===== config.mk =====
export PLATFORM = sky130hd
export DESIGN_NAME = uart_rx_handshake
export DESIGN_NICKNAME = d
export VERILOG_FILES = /design/src/rtl/uart_rx_handshake.sv
export SDC_FILE = /design/constraint.sdc
export NUM_CORES = 1
export LEC_CHECK = 0
export BUFFER_PORTS_ARGS = -buffer_cell sky130_fd_sc_hd__buf_2
export CORE_MARGIN = 8
export CORE_UTILIZATION = 35
export CTS_BUF_LIST = sky130_fd_sc_hd__clkbuf_2 sky130_fd_sc_hd__clkbuf_4 sky130_fd_sc_hd__clkbuf_8
export DETAILED_ROUTE_END_ITERATION = 8
export PLACE_DENSITY_LB_ADDON = 0.3
export SLEW_MARGIN = 10
export SYNTH_ARGS = -nofsm -noshare
export SYNTH_HDL_FRONTEND = slang
export SYNTH_SLANG_ARGS = --single-unit

===== constraint.sdc =====
create_clock -name clk -period 1.58 [get_ports clk]
set_clock_uncertainty 0.2 [all_clocks]
set_input_delay 0.316 -clock clk [delete_from_list [all_inputs] [get_ports clk]]
set_output_delay 0.316 -clock clk [all_outputs]
set_load 0.02 [all_outputs]

===== src/rtl/uart_rx_handshake.sv =====
// uart_rx_handshake: UART receiver with false-start rejection, parity/framing errors and a valid/ready holding register; define RX_MAJORITY_EN for 2-of-3 majority sampling
module uart_rx_handshake #(
  parameter int divisor = 16,
  parameter int rx_num_bits = 8,
  parameter int parity = 0
) (
  input  logic                   clk,
  input  logic                   RST,
  input  logic                   RX,
  output logic [rx_num_bits-1:0] data_out,
  output logic                   data_valid,
  input  logic                   data_ready,
  output logic                   parity_err,
  output logic                   frame_err,
  output logic                   overrun
);
  localparam int CW = $clog2(divisor + 2);
  localparam int IW = $clog2(rx_num_bits + 1);
`ifdef RX_MAJORITY_EN
  localparam int OFS = 1;
`else
  localparam int OFS = 0;
`endif
  localparam logic [CW-1:0] S_START = CW'(divisor / 2 - 1 + OFS);
  localparam logic [CW-1:0] S_BIT = CW'(divisor - 1 + OFS);
  localparam logic [2:0] IDLE = 3'd0, START = 3'd1, DATA = 3'd2, PAR = 3'd3, STOP = 3'd4, BRK = 3'd5;
  logic rx_m_q, rx_s_q, rx_p_q, samp, hit;
  logic [2:0] state_q, state_d;
  logic [CW-1:0] cnt_q, cnt_d;
  logic [IW-1:0] idx_q, idx_d;
  logic [rx_num_bits-1:0] shift_q, shift_d, data_out_q, data_out_d;
  logic perr_q, perr_d, data_valid_q, data_valid_d, parity_err_q, parity_err_d;
  logic frame_err_q, frame_err_d, overrun_q, overrun_d;
`ifdef RX_MAJORITY_EN
  logic rx_pp_q;
  always_ff @(posedge clk) rx_pp_q <= RST ? 1'b1 : rx_p_q;
  assign samp = (rx_pp_q & rx_p_q) | (rx_pp_q & rx_s_q) | (rx_p_q & rx_s_q);
`else
  assign samp = rx_s_q;
`endif
  assign hit = cnt_q == (state_q == START ? S_START : S_BIT);
  always_comb begin
    state_d = state_q;
    cnt_d = cnt_q + CW'(1);
    idx_d = idx_q;
    shift_d = shift_q;
    perr_d = perr_q;
    data_out_d = data_out_q;
    data_valid_d = data_valid_q & ~data_ready;
    parity_err_d = parity_err_q;
    frame_err_d = frame_err_q;
    overrun_d = 1'b0;
    case (state_q)
      IDLE: begin
        cnt_d = '0;
        state_d = (rx_p_q & ~rx_s_q) ? START : IDLE;
      end
      START: if (hit) begin
        cnt_d = '0;
        idx_d = '0;
        perr_d = 1'b0;
        state_d = samp ? IDLE : DATA;
      end
      DATA: if (hit) begin
        cnt_d = '0;
        shift_d = {samp, shift_q[rx_num_bits-1:1]};
        idx_d = idx_q + IW'(1);
        if (idx_q == IW'(rx_num_bits - 1)) state_d = (parity != 0) ? PAR : STOP;
      end
      PAR: if (hit) begin
        cnt_d = '0;
        perr_d = (parity == 1) ? ~(^shift_q ^ samp) : (^shift_q ^ samp);
        state_d = STOP;
      end
      STOP: if (hit) begin
        cnt_d = '0;
        state_d = samp ? IDLE : BRK;
        if (~data_valid_q | data_ready) begin
          data_out_d = shift_q;
          data_valid_d = 1'b1;
          parity_err_d = (parity != 0) && perr_q;
          frame_err_d = ~samp;
        end else overrun_d = 1'b1;
      end
      BRK: begin
        cnt_d = '0;
        state_d = rx_s_q ? IDLE : BRK;
      end
      default: begin
        cnt_d = '0;
        state_d = IDLE;
      end
    endcase
  end
  always_ff @(posedge clk) begin
    if (RST) begin
      rx_m_q <= 1'b1;
      rx_s_q <= 1'b1;
      rx_p_q <= 1'b1;
      state_q <= IDLE;
      cnt_q <= '0;
      idx_q <= '0;
      shift_q <= '0;
      perr_q <= 1'b0;
      data_out_q <= '0;
      data_valid_q <= 1'b0;
      parity_err_q <= 1'b0;
      frame_err_q <= 1'b0;
      overrun_q <= 1'b0;
    end else begin
      rx_m_q <= RX;
      rx_s_q <= rx_m_q;
      rx_p_q <= rx_s_q;
      state_q <= state_d;
      cnt_q <= cnt_d;
      idx_q <= idx_d;
      shift_q <= shift_d;
      perr_q <= perr_d;
      data_out_q <= data_out_d;
      data_valid_q <= data_valid_d;
      parity_err_q <= parity_err_d;
      frame_err_q <= frame_err_d;
      overrun_q <= overrun_d;
    end
  end
  assign data_out = data_out_q;
  assign data_valid = data_valid_q;
  assign parity_err = parity_err_q;
  assign frame_err = frame_err_q;
  assign overrun = overrun_q;
endmodule


Word level (Yosys, flattened, before mapping)
Cells that the tools add are included.
- register bits: 34
- latch bits: 0
- memory bits (writable): 0
- bits in read-only memories: 0
- input bits: 4
- word-level logic and storage cells: 60
- memories kept: 0
- add/sub/neg operators: 2
- multipliers: 0
- div/mod/pow operators: 0
- order comparisons: 0
- equal/unequal tests: 12
- shift-type cells: 0
- multiplexer cells: 17
- bitwise logic cells: 9
- reduce and logical (&&, ||, !) cells: 9
- operator list (operator ; number):
    2-to-1 mux 3 bit ; 6
    one-hot mux 3 bit (6 select lines) ; 1
    2-to-1 mux 4 bit ; 3
    != test 2 bit (second input constant) ; 5
    one-hot mux 4 bit (2 select lines) ; 1
    equality test 3 x 2 -> 1 bit (second input constant) ; 2
    equality test 3 bit (second input constant) ; 2
    NOT 1 bit ; 6
    AND reduction 3 bit ; 2
    OR reduction 3 bit ; 2
    adder 5 x 1 -> 5 bit (second input constant) ; 1
    equality test 5 x 4 -> 1 bit ; 1
    2-to-1 mux 1 bit ; 5
    AND reduction 5 bit ; 1
    adder 4 x 1 -> 4 bit (second input constant) ; 1
    equality test 4 x 3 -> 1 bit (second input constant) ; 1
    OR reduction 4 bit ; 1
    equality test 3 x 1 -> 1 bit (second input constant) ; 1
    zero test 3 bit ; 1
    AND 1 bit ; 2
    2-to-1 mux 2 bit ; 1
    AND reduction 2 bit ; 1
    nonzero test 2 bit ; 1
    OR 1 bit ; 1

Logic depth before layout (Yosys ltp)
- depth in word-level cells: 5
- mapped depth: 7
- mapped depth without buffers: 5

Worst setup path after synthesis
OpenSTA, ideal clock, no wires.
- path kind: reg-to-reg
- start: reg cnt_q[0]
- end: reg state_q[2]
- library setup time: 0.088 ns
- arrival: 1.408 ns
- data required time: 1.292 ns
- setup slack: -0.116 ns
- stages on the path, launching flop included: 7
- buffers on the path: 1
- period minus slack after synthesis: 1.696 ns
- cell sequence: dfxtp_1 > ha_1 > and4b_1 > buf_6 > nand2_1 > o211a_1 > a311oi_2
- cells in the longest elaborated chain, start to end: 3
- elaborated cells between the ends (all ways): 6
- those cells by class: 5 x eq/ne; 1 x reduce/logical
- ends and longest elaborated chain (what ; line ; text):
    start, declared ; 29 ; logic [CW-1:0] cnt_q, cnt_d;
    start signal, assigned ; 115 ; cnt_q <= cnt_d;
    equality test 5 x 4 -> 1 bit (*) ; 41 ; assign hit = cnt_q == (state_q == START ? S_START : S_BIT);
    != test 2 bit (no line) ; -- ;
    AND reduction 5 bit (no line) (*) ; -- ;
    end signal, assigned ; 114 ; state_q <= state_d;
    end, declared ; 28 ; logic [2:0] state_q, state_d;
Mark *: on every way between the ends. The rest lies on a longest branch, timed or not.
A chain may end at the register's enable or synchronous reset.

Final worst setup path
- start: reg cnt_q[1]
- end: reg state_q[0]
Same word-level chain as after synthesis.

==> results.ini <==
[run_status]
outcome = complete, but fails checks
violations = negative setup slack

[route]
m1WireLength_um = 1450
ant_nets = 0
route.top_layer_used = met4
wl_met2_um = 1440
drt_iter0_markers = 81
wl_per_cell_um = 13.2
viasPerCell = 4.95
drt_pass1_iterations = 4
dr_wl_met3_um = 129
drcViolationCount = 0
wirelength_um = 3050
vias = 1144

[timing]
post-route-min-period_ns = 1.68
setup_violations = 21
timing.hold.ws_ns = 0.00919
rsz0062_at_grt = yes
final-hold-violation-count = 0
drv_slew = 0
layout_setup_ws_ns = -0.105
period_share_pct = 107
clock.fmax_mhz = 593

[layout]
layout.nets = 186
fin_cells = 231
drive_gt1_share_pct = 35.9
fillCellCount = 392
fin_util_pct = 46.5
insertedDiodeCount = 0
syn_to_final_growth_pct = 26.9
final_common_cell = dfxtp_1
final_cell_mix = dfxtp_1, nor2_1, mux2i_1, buf_2, buf_4

[power]
p_leak_nw = 0.752
total_power_mw = 1.56
powerDensity_nw_per_um2 = 835
vdd_drop_max_v = 0.000513

[placed_design]
dp_cells = 221
dp_hpwl_um = 2080
port-buffer-count = 14
place.gp.congestion = 0.829

[grt]
grt_pass1_vias = 1136
grt_max_degree = 31
grt_antenna_before_repair = 0
grt-ovfl-total = 0
track_usage_pct = 9.61
grt_first_pass_wirelength_um = 4980

[hold_path]
min_to = rx_m_q
min-delay-start = RX
worst_hold_path.num_cells = 2
hp-class = input port to flop

[setup_path]
endpoint_kind = flop
cp_slowest_stage_delay_ns = 0.34
crit_path_max_fanout = 7
rrSetupSlack_ns = -0.10
arrival_ns = 1.70
r2r-start = cnt_q[1]
worstPathRequired_ns = 1.59
cpMaxStageDelayCell = dfxtp_2
timing.rr.end = state_q[0]
reg2regPathDepth = 6
worstSetupStartpointType = flop
crit_type = flop to flop
crit_path_cell_trace = ha_4, and4b_4, buf_4, o22ai_2, o211a_1, mux2i_1

[clock_network]
clk_latency_ns = 0.28
path_clk_slew_ns = 0.07
clock-sinks = 34
cts_root_buf = clkbuf_8
hold_buffers = 0
numCtsBuffers = 5
clockBufferDepth = 2
htreeDepth = 2
cts_tree = built

[logic_synthesis]
synth_fp_nets = 158
yosysWarningCount = 0
netlist_instances = 152
syn_avg_cell_area_sq_um = 9.71
syn-cell-area_sq_um = 1480
ys_types = 41
yosysSeqAreaShare_pct = 46.1
synth-seq-cells = 34

[die]
core_area_sq_um = 4030
ioPinCount = 16
die_h_um = 81.0
fp.dieW_um = 81.0
std_cell_rows = 23
die_area_sq_um = 6550
initial_core_util_pct = 36.6

[flow_run]
drv_cap = 0

## state kept, by name, summed over array words and instances (netlist names)
| signal | count |
|---|---|
| rx_p_q | 1 |
| cnt_q | 5 |
| shift_q | 8 |
| overrun | 1 |
| idx_q | 4 |
| frame_err | 1 |
| data_valid | 1 |
| rx_s_q | 1 |
| rx_m_q | 1 |
| state_q | 3 |
| data_out | 8 |
## layer usage
layer	GRT usage, %	up-vias
li1	-	580
met1	11.0	539
met2	15.6	20
met3	3.86	5
met4	3.75	0
met5	0	-
## per-stage QoR
stage / setup TNS, ns / instance area [sq um] / setup slack, ns
finish: -1.16 / 1870 / -0.105
global placement: -1.67 / 1690 / -0.117
global route: -3.17 / 1870 / -0.177
CTS: -1.47 / 1800 / -0.109
detailed placement: -2.48 / 1690 / -0.179
floorplan: -0.406 / 1490 / -0.0509
## worst max-delay path, delay by kind of cell (launching register included)
| family | cells | cell delay [ns] |
|---|---|---|
| multiplexers | 1 | 0.19 |
| flip-flops | 1 | 0.34 |
| adder cells (fa/ha/maj) | 1 | 0.16 |
| buffers and inverters | 1 | 0.14 |
| AND/OR/NAND/NOR | 1 | 0.22 |
| AO/OA/AOI/OAI | 2 | 0.37 |
## synth_stat cells
cell / instances / area share, %
a211oi_1: 2 / 1.0
a21oi_1: 8 / 2.7
a21oi_2: 1 / 0.59
a22oi_1: 2 / 1.0
a311oi_2: 1 / 1.0
and3b_1: 1 / 0.59
and4b_1: 1 / 0.68
and4bb_2: 1 / 0.85
buf_2: 1 / 0.34
buf_4: 1 / 0.51
buf_6: 4 / 3.1
clkbuf_1: 3 / 0.76
clkbuf_4: 1 / 0.51
conb_1: 1 / 0.25
dfxtp_1: 34 / 46
ha_1: 2 / 1.7
inv_1: 3 / 0.76
mux2i_1: 17 / 12
nand2_1: 3 / 0.76
nand2b_1: 2 / 0.85
nand3_1: 6 / 2.0
nand3b_1: 3 / 1.5
nand4_4: 1 / 1.4
nand4b_1: 2 / 1.2
nor2_1: 24 / 6.1
nor2_2: 1 / 0.42
nor2_4: 1 / 0.76
nor2b_1: 1 / 0.42
nor3_1: 8 / 2.7
nor3b_1: 1 / 0.51
o211a_1: 1 / 0.68
o21ai_0: 2 / 0.68
o21ai_1: 1 / 0.34
o22ai_1: 1 / 0.42
or2_0: 1 / 0.42
or2_2: 3 / 1.3
or2b_1: 1 / 0.51
or3_1: 1 / 0.42
or3b_4: 1 / 0.76
xnor2_1: 1 / 0.59
xor2_1: 2 / 1.2
## power breakdown
part	switching [mW]	total (mW)	internal (mW)	leakage, nW
sequential	0.00274	0.864	0.861	0.276
clock	0.311	0.661	0.350	0.0472
combinational	0.0249	0.0391	0.0142	0.429
## repair_timing
action	CTS	global route
endpoints found under the hold margin	0	0
setup endpoints to repair	27	28
gates cloned	0	1
pin swaps	8	5
resized for setup	8	9
setup buffers	0	1
## how the worst max path moves through the flow
stage	end	from
6_report	state_q[0]	cnt_q[1]
5_1_grt	shift_q[2]	cnt_q[1]
4_1_cts	shift_q[2]	cnt_q[1]
3_5_place_dp	state_q[2]	cnt_q[1]
3_3_place_gp	state_q[2]	cnt_q[1]
2_1_floorplan	frame_err	cnt_q[1]
## cell type report
class / instances / area, sq um / area share [%]
inverters: 3 / 11.3 / 0.601
well taps: 50 / 62.6 / 3.34
repair buffers: 31 / 244 / 13.0
flip-flops and latches: 34 / 684 / 36.5
clock buffers: 6 / 82.6 / 4.41
clock inverters: 2 / 12.5 / 0.668
multi-input cells: 105 / 776 / 41.4
## cells by family after synthesis
kind of cell | count (synthesis) | synth area share [%]
XOR/XNOR | 3 | 1.78
multiplexers | 17 | 11.5
AO/OA/AOI/OAI | 19 | 8.47
flip-flops | 34 | 46.1
other | 1 | 0.254
buffers and inverters | 13 | 5.93
AND/OR/NAND/NOR | 63 | 24.2
adder cells (fa/ha/maj) | 2 | 1.69
(Power assumes the default switching activity.)
